==> src/rtl/super_pkg.sv <==
// Shared types and pointer helpers for the load/store write-back tracker.
package super_pkg;

  localparam int WbDataW = 65;

  // The data field is sized for the widest payload in use; the tracker's DataW must not exceed WbDataW.
  typedef struct packed {
    logic [4:0]         rd;
    logic               we;
    logic               err;
    logic               wrsv;
    logic [WbDataW-1:0] data;
  } wb_entry_t;

  // Pointers carry one wrap bit above aw index bits.
  function automatic logic ptr_full(input logic [31:0] wr, input logic [31:0] rd,
                                    input int unsigned aw);
    return (wr ^ rd) == (32'd1 << aw);
  endfunction

  function automatic logic [31:0] ptr_count(input logic [31:0] wr, input logic [31:0] rd,
                                            input int unsigned pw);
    return (wr - rd) & ((32'd1 << pw) - 32'd1);
  endfunction

endpackage

==> src/rtl/ls_wb_waw_cam.sv <==
// Compares each entry's rd against the WAW kill ports and flags which reservations to clear.
module ls_wb_waw_cam #(
  parameter int Depth  = 8,
  parameter int NumWaw = 2
) (
  input  logic [Depth*5-1:0]  ent_rd_i,
  input  logic [Depth-1:0]    ent_vld_i,
  input  logic                waw_valid_i,
  input  logic [NumWaw*5-1:0] waw_rd_i,
  output logic [Depth-1:0]    clr_o
);

  always_comb begin
    clr_o = '0;
    for (int i = 0; i < Depth; i++) begin
      for (int k = 0; k < NumWaw; k++) begin
        if (waw_valid_i && ent_vld_i[i] && (ent_rd_i[i*5 +: 5] == waw_rd_i[k*5 +: 5]))
          clr_o[i] = 1'b1;
      end
    end
  end

endmodule

==> src/rtl/ls_wb_tracker.sv <==
// Unified write-back buffer and WAW-reservation tracker for the load/store pipeline.
// Define LS_WB_BYPASS_EN to present a response on out_* in the same cycle when the buffer head is waiting on it.
module ls_wb_tracker
  import super_pkg::*;
#(
  parameter int Depth  = 8,
  parameter int DataW  = 65,
  parameter int NumWaw = 2,
  parameter int AfThr  = 6
) (
  input  logic                       clk_i,
  input  logic                       rst_i,
  input  logic                       flush_i,
  input  logic                       alloc_valid_i,
  input  logic [4:0]                 alloc_rd_i,
  output logic                       alloc_rdy_o,
  input  logic                       resp_valid_i,
  input  logic                       resp_we_i,
  input  logic                       resp_err_i,
  input  logic [4:0]                 resp_rd_i,
  input  logic [DataW-1:0]           resp_data_i,
  output logic                       resp_af_o,
  input  logic                       waw_valid_i,
  input  logic [NumWaw*5-1:0]        waw_rd_i,
  output logic                       out_valid_o,
  input  logic                       out_rdy_i,
  output logic [DataW-1:0]           out_data_o,
  output logic [4:0]                 out_waddr_o,
  output logic                       out_we_o,
  output logic                       out_wrsv_o,
  output logic                       out_err_o,
  output logic                       err_active_o,
  output logic [$clog2(Depth):0]     count_o
);

  localparam int AW   = $clog2(Depth);
  localparam int PtrW = AW + 1;
  localparam logic [PtrW-1:0] DepthM2 = PtrW'(Depth - 2);
  localparam logic [PtrW-1:0] AfThrP  = PtrW'(AfThr);

  wb_entry_t         ent_q [Depth];
  logic [PtrW-1:0]   wr_q, fill_q, rd_q, count;
  logic              err_q;
  logic              full, self_alloc, alloc_fire, drain, alloc_hit, head_wrsv;
  logic [AW-1:0]     rd_idx, fill_idx, alloc_idx;
  logic [Depth-1:0]  ent_vld, waw_clr;
  logic [Depth*5-1:0] ent_rd;
  wb_entry_t         head;

  assign rd_idx     = rd_q[AW-1:0];
  assign fill_idx   = fill_q[AW-1:0];
  assign count      = PtrW'(ptr_count(32'(wr_q), 32'(rd_q), PtrW));
  assign full       = ptr_full(32'(wr_q), 32'(rd_q), AW);
  assign self_alloc = resp_valid_i & (fill_q == wr_q);
  // A self-allocating response claims slot wr, so a same-cycle allocation lands one slot later.
  assign alloc_idx  = wr_q[AW-1:0] + AW'(self_alloc);
  assign head       = ent_q[rd_idx];

  assign err_active_o = err_q | (resp_valid_i & resp_err_i);
  assign alloc_rdy_o  = ~err_active_o & (self_alloc ? (count <= DepthM2) : ~full);
  assign alloc_fire   = alloc_valid_i & alloc_rdy_o;
  assign resp_af_o    = (count >= AfThrP);
  assign count_o      = count;
  assign drain        = out_valid_o & out_rdy_i;

  always_comb begin
    for (int i = 0; i < Depth; i++) begin
      ent_rd[i*5 +: 5] = ent_q[i].rd;
      ent_vld[i]       = ({1'b0, AW'(i) - rd_idx} < count) & ent_q[i].wrsv;
    end
  end

  always_comb begin
    alloc_hit = 1'b0;
    for (int k = 0; k < NumWaw; k++) begin
      if (waw_valid_i && (waw_rd_i[k*5 +: 5] == alloc_rd_i)) alloc_hit = 1'b1;
    end
  end

  ls_wb_waw_cam #(.Depth(Depth), .NumWaw(NumWaw)) u_waw_cam (
    .ent_rd_i    (ent_rd),
    .ent_vld_i   (ent_vld),
    .waw_valid_i (waw_valid_i),
    .waw_rd_i    (waw_rd_i),
    .clr_o       (waw_clr)
  );

  always_comb begin
    out_valid_o = (rd_q != fill_q);
    out_data_o  = DataW'(head.data);
    out_waddr_o = head.rd;
    out_we_o    = head.we;
    out_err_o   = head.err;
    head_wrsv   = head.wrsv;
`ifdef LS_WB_BYPASS_EN
    if (resp_valid_i && (rd_q == fill_q)) begin
      out_valid_o = 1'b1;
      out_data_o  = resp_data_i;
      out_we_o    = resp_we_i;
      out_err_o   = resp_err_i;
      out_waddr_o = self_alloc ? resp_rd_i : head.rd;
      head_wrsv   = ~self_alloc & head.wrsv & ~waw_clr[rd_idx];
    end
`endif
    out_wrsv_o = out_we_o & head_wrsv;
  end

  always_ff @(posedge clk_i) begin
    if (rst_i || flush_i) begin
      wr_q   <= '0;
      fill_q <= '0;
      rd_q   <= '0;
      err_q  <= 1'b0;
      for (int i = 0; i < Depth; i++) ent_q[i].wrsv <= 1'b0;
    end else begin
      for (int i = 0; i < Depth; i++) begin
        if (waw_clr[i]) ent_q[i].wrsv <= 1'b0;
      end
      if (resp_valid_i) begin
        ent_q[fill_idx].data <= WbDataW'(resp_data_i);
        ent_q[fill_idx].we   <= resp_we_i;
        ent_q[fill_idx].err  <= resp_err_i;
        if (self_alloc) begin
          ent_q[fill_idx].rd   <= resp_rd_i;
          ent_q[fill_idx].wrsv <= 1'b0;
        end
      end
      if (alloc_fire) begin
        ent_q[alloc_idx].rd   <= alloc_rd_i;
        ent_q[alloc_idx].wrsv <= ~alloc_hit;
      end
      fill_q <= fill_q + PtrW'(resp_valid_i);
      wr_q   <= wr_q + PtrW'(self_alloc) + PtrW'(alloc_fire);
      rd_q   <= rd_q + PtrW'(drain);
      if (resp_valid_i && resp_err_i) err_q <= 1'b1;
    end
  end

  // A response with no pending allocation and no free slot has nowhere to go.
  always_ff @(posedge clk_i) begin
    if (!rst_i && !flush_i) assert (!(resp_valid_i && full && (fill_q == wr_q)));
  end

endmodule

==> config.mk <==
export PLATFORM = sky130hd
export DESIGN_NAME = ls_wb_tracker
export DESIGN_NICKNAME = d
export VERILOG_FILES = /design/src/rtl/super_pkg.sv /design/src/rtl/ls_wb_waw_cam.sv /design/src/rtl/ls_wb_tracker.sv
export SDC_FILE = /design/constraint.sdc
export NUM_CORES = 1
export LEC_CHECK = 0
export CAP_MARGIN = 20
export CORE_MARGIN = 2
export CORE_UTILIZATION = 25
export DETAILED_ROUTE_END_ITERATION = 6
export MAX_ROUTING_LAYER = met4
export PLACE_DENSITY = 0.5
export SLEW_MARGIN = 10
export SYNTH_ARGS = -nofsm -noshare
export SYNTH_HDL_FRONTEND = slang
export SYNTH_HIERARCHICAL = 1
export SYNTH_SLANG_ARGS = --single-unit
==> constraint.sdc <==
create_clock -name clk_i -period 10.38 [get_ports clk_i]
set_input_delay 2.076 -clock clk_i [delete_from_list [all_inputs] [get_ports clk_i]]
set_output_delay 2.076 -clock clk_i [all_outputs]
set_load 0.01 [all_outputs]
==> results.md <==
* Status: completed
* Unrepaired setup endpoints after global routing: false
* H-tree Lvls at 3
* 1st-iter DRT viols at 821
* Routed via count at 13200
* CP Class: primary input to output port
* TritonCTS clock tree: built
* Drt total wl at between 60 and 70 mm
* Reg2reg end: ent_q[4][72]
* Worst Path Max Fanout at 9
* Drc violations at 0
* Syn avg cell area at 18.0 um^2
* Synth Area in Compound Gates at 0.0198
* IO Port Bufs at 174
* Comb pwr share at 0.049
* Syn_nets at between 1500 and 2000
* HPWL Detailed at around 38 mm
* Die width at approximately 320 um
* Post-Synthesis Cells at 1401
* Distinct cells, synth at 54
* Layout cell share with drive strength beyond 1 at 0.196
* Tmin final at 6.36 ns
* Cells on Worst Hold Path at 2
* Max_slew headroom at 0.243
* Core area at 100000 um^2
* Crit. End Element: output port
* Adder-cell share of the synthesized area at 0.0143
* Synth Area in Simple Gates at 0.0575
* Sinks on Clock Net at around 600
* TNS Setup at 0 ns
* Vias in the first global route at ~14000
* Max-Cap Viols at 0
* Gr usage total at 0.129
* Hold_sp: err_q
* Sw Share at 0.212
* Largest family of logic cells by synthesized area: multiplexers
* Reg2reg path depth at 9
* Post-Synth XOR/XNOR Area at 0.0378
* DIE HEIGHT at between 300 and 400 um
* Area Growth Syn to Fin at 22.3%
* Cts repair resizes at 0
* Netlist Area Pre-Place at 25300 um^2
* Flop pwr share at 0.491
* Setup bufs post-CTS at 0
* Num CTS Buffers at 72
* Critical path arrival at around 4.3 ns
* Fillers at 9756
* VDD IR max at 0.000115 V
* Final period util at 0.612
* Worst-path clk slew at ~0.050 ns
* Post-synth EDFFs at 584
* Reg-to-reg slack, setup at around 6.3 ns
* Initial Util at 0.252
* 1st-pass router iterations at 5
* Slew Limit Fails at 0
* Yosys warnings at 6
* Hold Crit Class: flop to flop
* Fmax at 157 MHz
* Global-route wire length before repair at 94.6 mm
* FP Rows at 116
* Final hold vios at 0
* Worst hold slack at 0.514 ns
* Post-layout net count at 1722
* Worst Skew at 0.0182 ns
* R2R Path Start: fill_q[2]
* Initial antenna violation count at 6
* Most used DFF post-synth: edfxtp_1
* CP required at 8.30 ns
* Placed instance area at 28500 um^2
* Die area at 104000 um^2
* Async SR Flop Fraction at 0
* Clock Latency Late Sink at between 0.6 and 0.7 ns
* Sequential share of the synthesized area at 0.704
* DR vias/cell at 4.46
* RePlAce Congestion at 0.824
* CTS Buffer Depth at 3
* Crit path launch type: primary input
* Net Switching at 1.15 mW
* Post-DRT Antenna Nets at 0
* Hold Buf Count CTS at 0
* PD cells at 176 nW/um^2
* Synthesized flop and latch total at just under 600
* I/O Pins at 175
* Worst-margin pin slew at ~1.1 ns
* WL/cell at 21.9 um
* Internal at ~4.3 mW
* Hold Path End: err_q
* Clock network power share at 0.460
* Post-synthesis mux area share at 0.148
* Endpoints failing setup at 0
* Leakage at around 9.7 nW
* Congestion Overflow GR at 0
* Root buffer cell: clkbuf_16
* Largest net degree at the start of global routing at 60
* Final Instance Area at 30900 um^2
==> power by group through the flow <==
stage / combinational [mW] / clock, mW / sequential (mW)
6_report: 0.265 / 2.50 / 2.67
5_1_grt: 0.289 / 2.68 / 2.68
4_1_cts: 0.271 / 2.58 / 2.67
3_5_place_dp: 0.269 / 0 / 2.72
3_3_place_gp: 0.263 / 0 / 2.72
2_1_floorplan: 0.140 / 0 / 2.72
==> how the worst max path moves through the flow <==
stage,start,endpoint,slack [ns],cells past startpoint
floorplan,flush_i,ent_q[0][0],2.43,4
global placement,resp_valid_i,alloc_rdy_o,3.92,6
detailed placement,resp_err_i,alloc_rdy_o,3.97,6
CTS,resp_err_i,alloc_rdy_o,3.97,6
global route,resp_err_i,alloc_rdy_o,3.86,6
finish,resp_err_i,alloc_rdy_o,4.02,6
==> through the flow <==
step	std cells	power, mW	utilization	setup slack, ns
after CTS	2952	5.53	0.308	3.97
after global routing	2958	5.64	0.309	3.86
after detailed placement	2825	2.99	0.285	3.97
after floorplan	1401	2.86	-	2.43
final	2958	5.44	0.309	4.02
after global placement	2825	2.99	0.285	3.92
==> cell usage in the layout, fill, tap and decap left out, types with 4 or more instances in the layout <==
cell,n
nor2_1,25
mux2_2,25
edfxtp_1,584
ha_1,24
nor2_4,6
xnor2_1,93
clkbuf_16,73
clkinv_1,13
bufinv_16,8
o22ai_1,9
dfxtp_1,10
inv_1,18
nand4_1,20
a21oi_1,12
o21a_1,9
clkinvlp_4,4
diode_2,6
clkbuf_1,12
mux4_2,146
nand2_1,223
nand3_1,23
clkinv_2,10
nor2b_1,5
and2_1,8
clkdlybuf4s50_1,174
buf_4,25
mux2_1,15
a2111oi_4,4
xor2_1,16
or4_1,5
==> flip-flops by register name, summed over array words and instances, names as in the netlist <==
name    count
err_q       1
fill_q      4
wr_q        4
rd_q        4
ent_q     584
==> metal layers <==
metal	track usage	routed length, um	up-vias
met3	0.0304	3590	101
met5	-	0	-
met4	0.0368	1460	0
li1	-	-	5882
met1	0.160	27600	6867
met2	0.211	32000	340
==> critical path, cell delays in order <==
cell and delay, ns:
clkdlybuf4s50_1 0.56, a21oi_2 0.35, and3_1 0.28, a22oi_4 0.14, a21oi_1 0.28, clkdlybuf4s50_1 0.59
==> area by class of cell <==
class | instances | area [um^2] | area share
well taps | 1298 | 1620 | 0.0525
multi-input cells | 711 | 7070 | 0.229
inverters | 20 | 78.8 | 0.00255
flip-flops and latches | 597 | 17800 | 0.576
repair buffers | 199 | 1930 | 0.0624
clock inverters | 42 | 507 | 0.0164
diodes | 6 | 15.0 | 0.000486
clock buffers | 85 | 1870 | 0.0606
==> Yosys cell counts, types with 2 or more instances <==
library cell | instances | area share
o21a_1 | 9 | 0.0027
buf_2 | 14 | 0.0028
clkbuf_1 | 38 | 0.0056
xnor2_1 | 93 | 0.032
mux2_1 | 15 | 0.0067
nor2b_1 | 6 | 0.0015
dfxtp_1 | 13 | 0.010
or4b_1 | 2 | 0.00079
nand4_1 | 20 | 0.0050
nor2_1 | 31 | 0.0046
o211ai_2 | 2 | 0.00099
o21bai_1 | 2 | 0.00059
nand3b_1 | 2 | 0.00059
a21oi_1 | 12 | 0.0024
mux2_2 | 25 | 0.011
o22ai_1 | 9 | 0.0022
mux4_2 | 146 | 0.13
buf_4 | 2 | 0.00059
or4_1 | 5 | 0.0015
nand2_1 | 223 | 0.033
buf_6 | 10 | 0.0045
a21o_1 | 3 | 0.00089
and3_1 | 2 | 0.00050
nand2b_1 | 3 | 0.00074
nor3_1 | 3 | 0.00059
fa_1 | 3 | 0.0024
nand3_1 | 23 | 0.0046
a2111oi_4 | 4 | 0.0044
inv_1 | 19 | 0.0028
xor2_1 | 16 | 0.0055
edfxtp_1 | 584 | 0.69
buf_1 | 8 | 0.0012
and2_1 | 8 | 0.0020
ha_1 | 24 | 0.012
o211ai_1 | 2 | 0.00059
o21ai_0 | 2 | 0.00040
==> kinds of logic (layout without fill, tap and decap cells) <==
logic type / count (synthesis) / after routing
DFF: 597 / 597
xor gates and xnor gates: 109 / 109
AOI/OAI and AO/OA: 55 / 55
and+or+nand+nor: 333 / 333
buffers and inverters: 93 / 346
adders and majority gates: 27 / 27
other: 0 / 6
muxes: 187 / 187
Power figures use the tool's default switching activity.
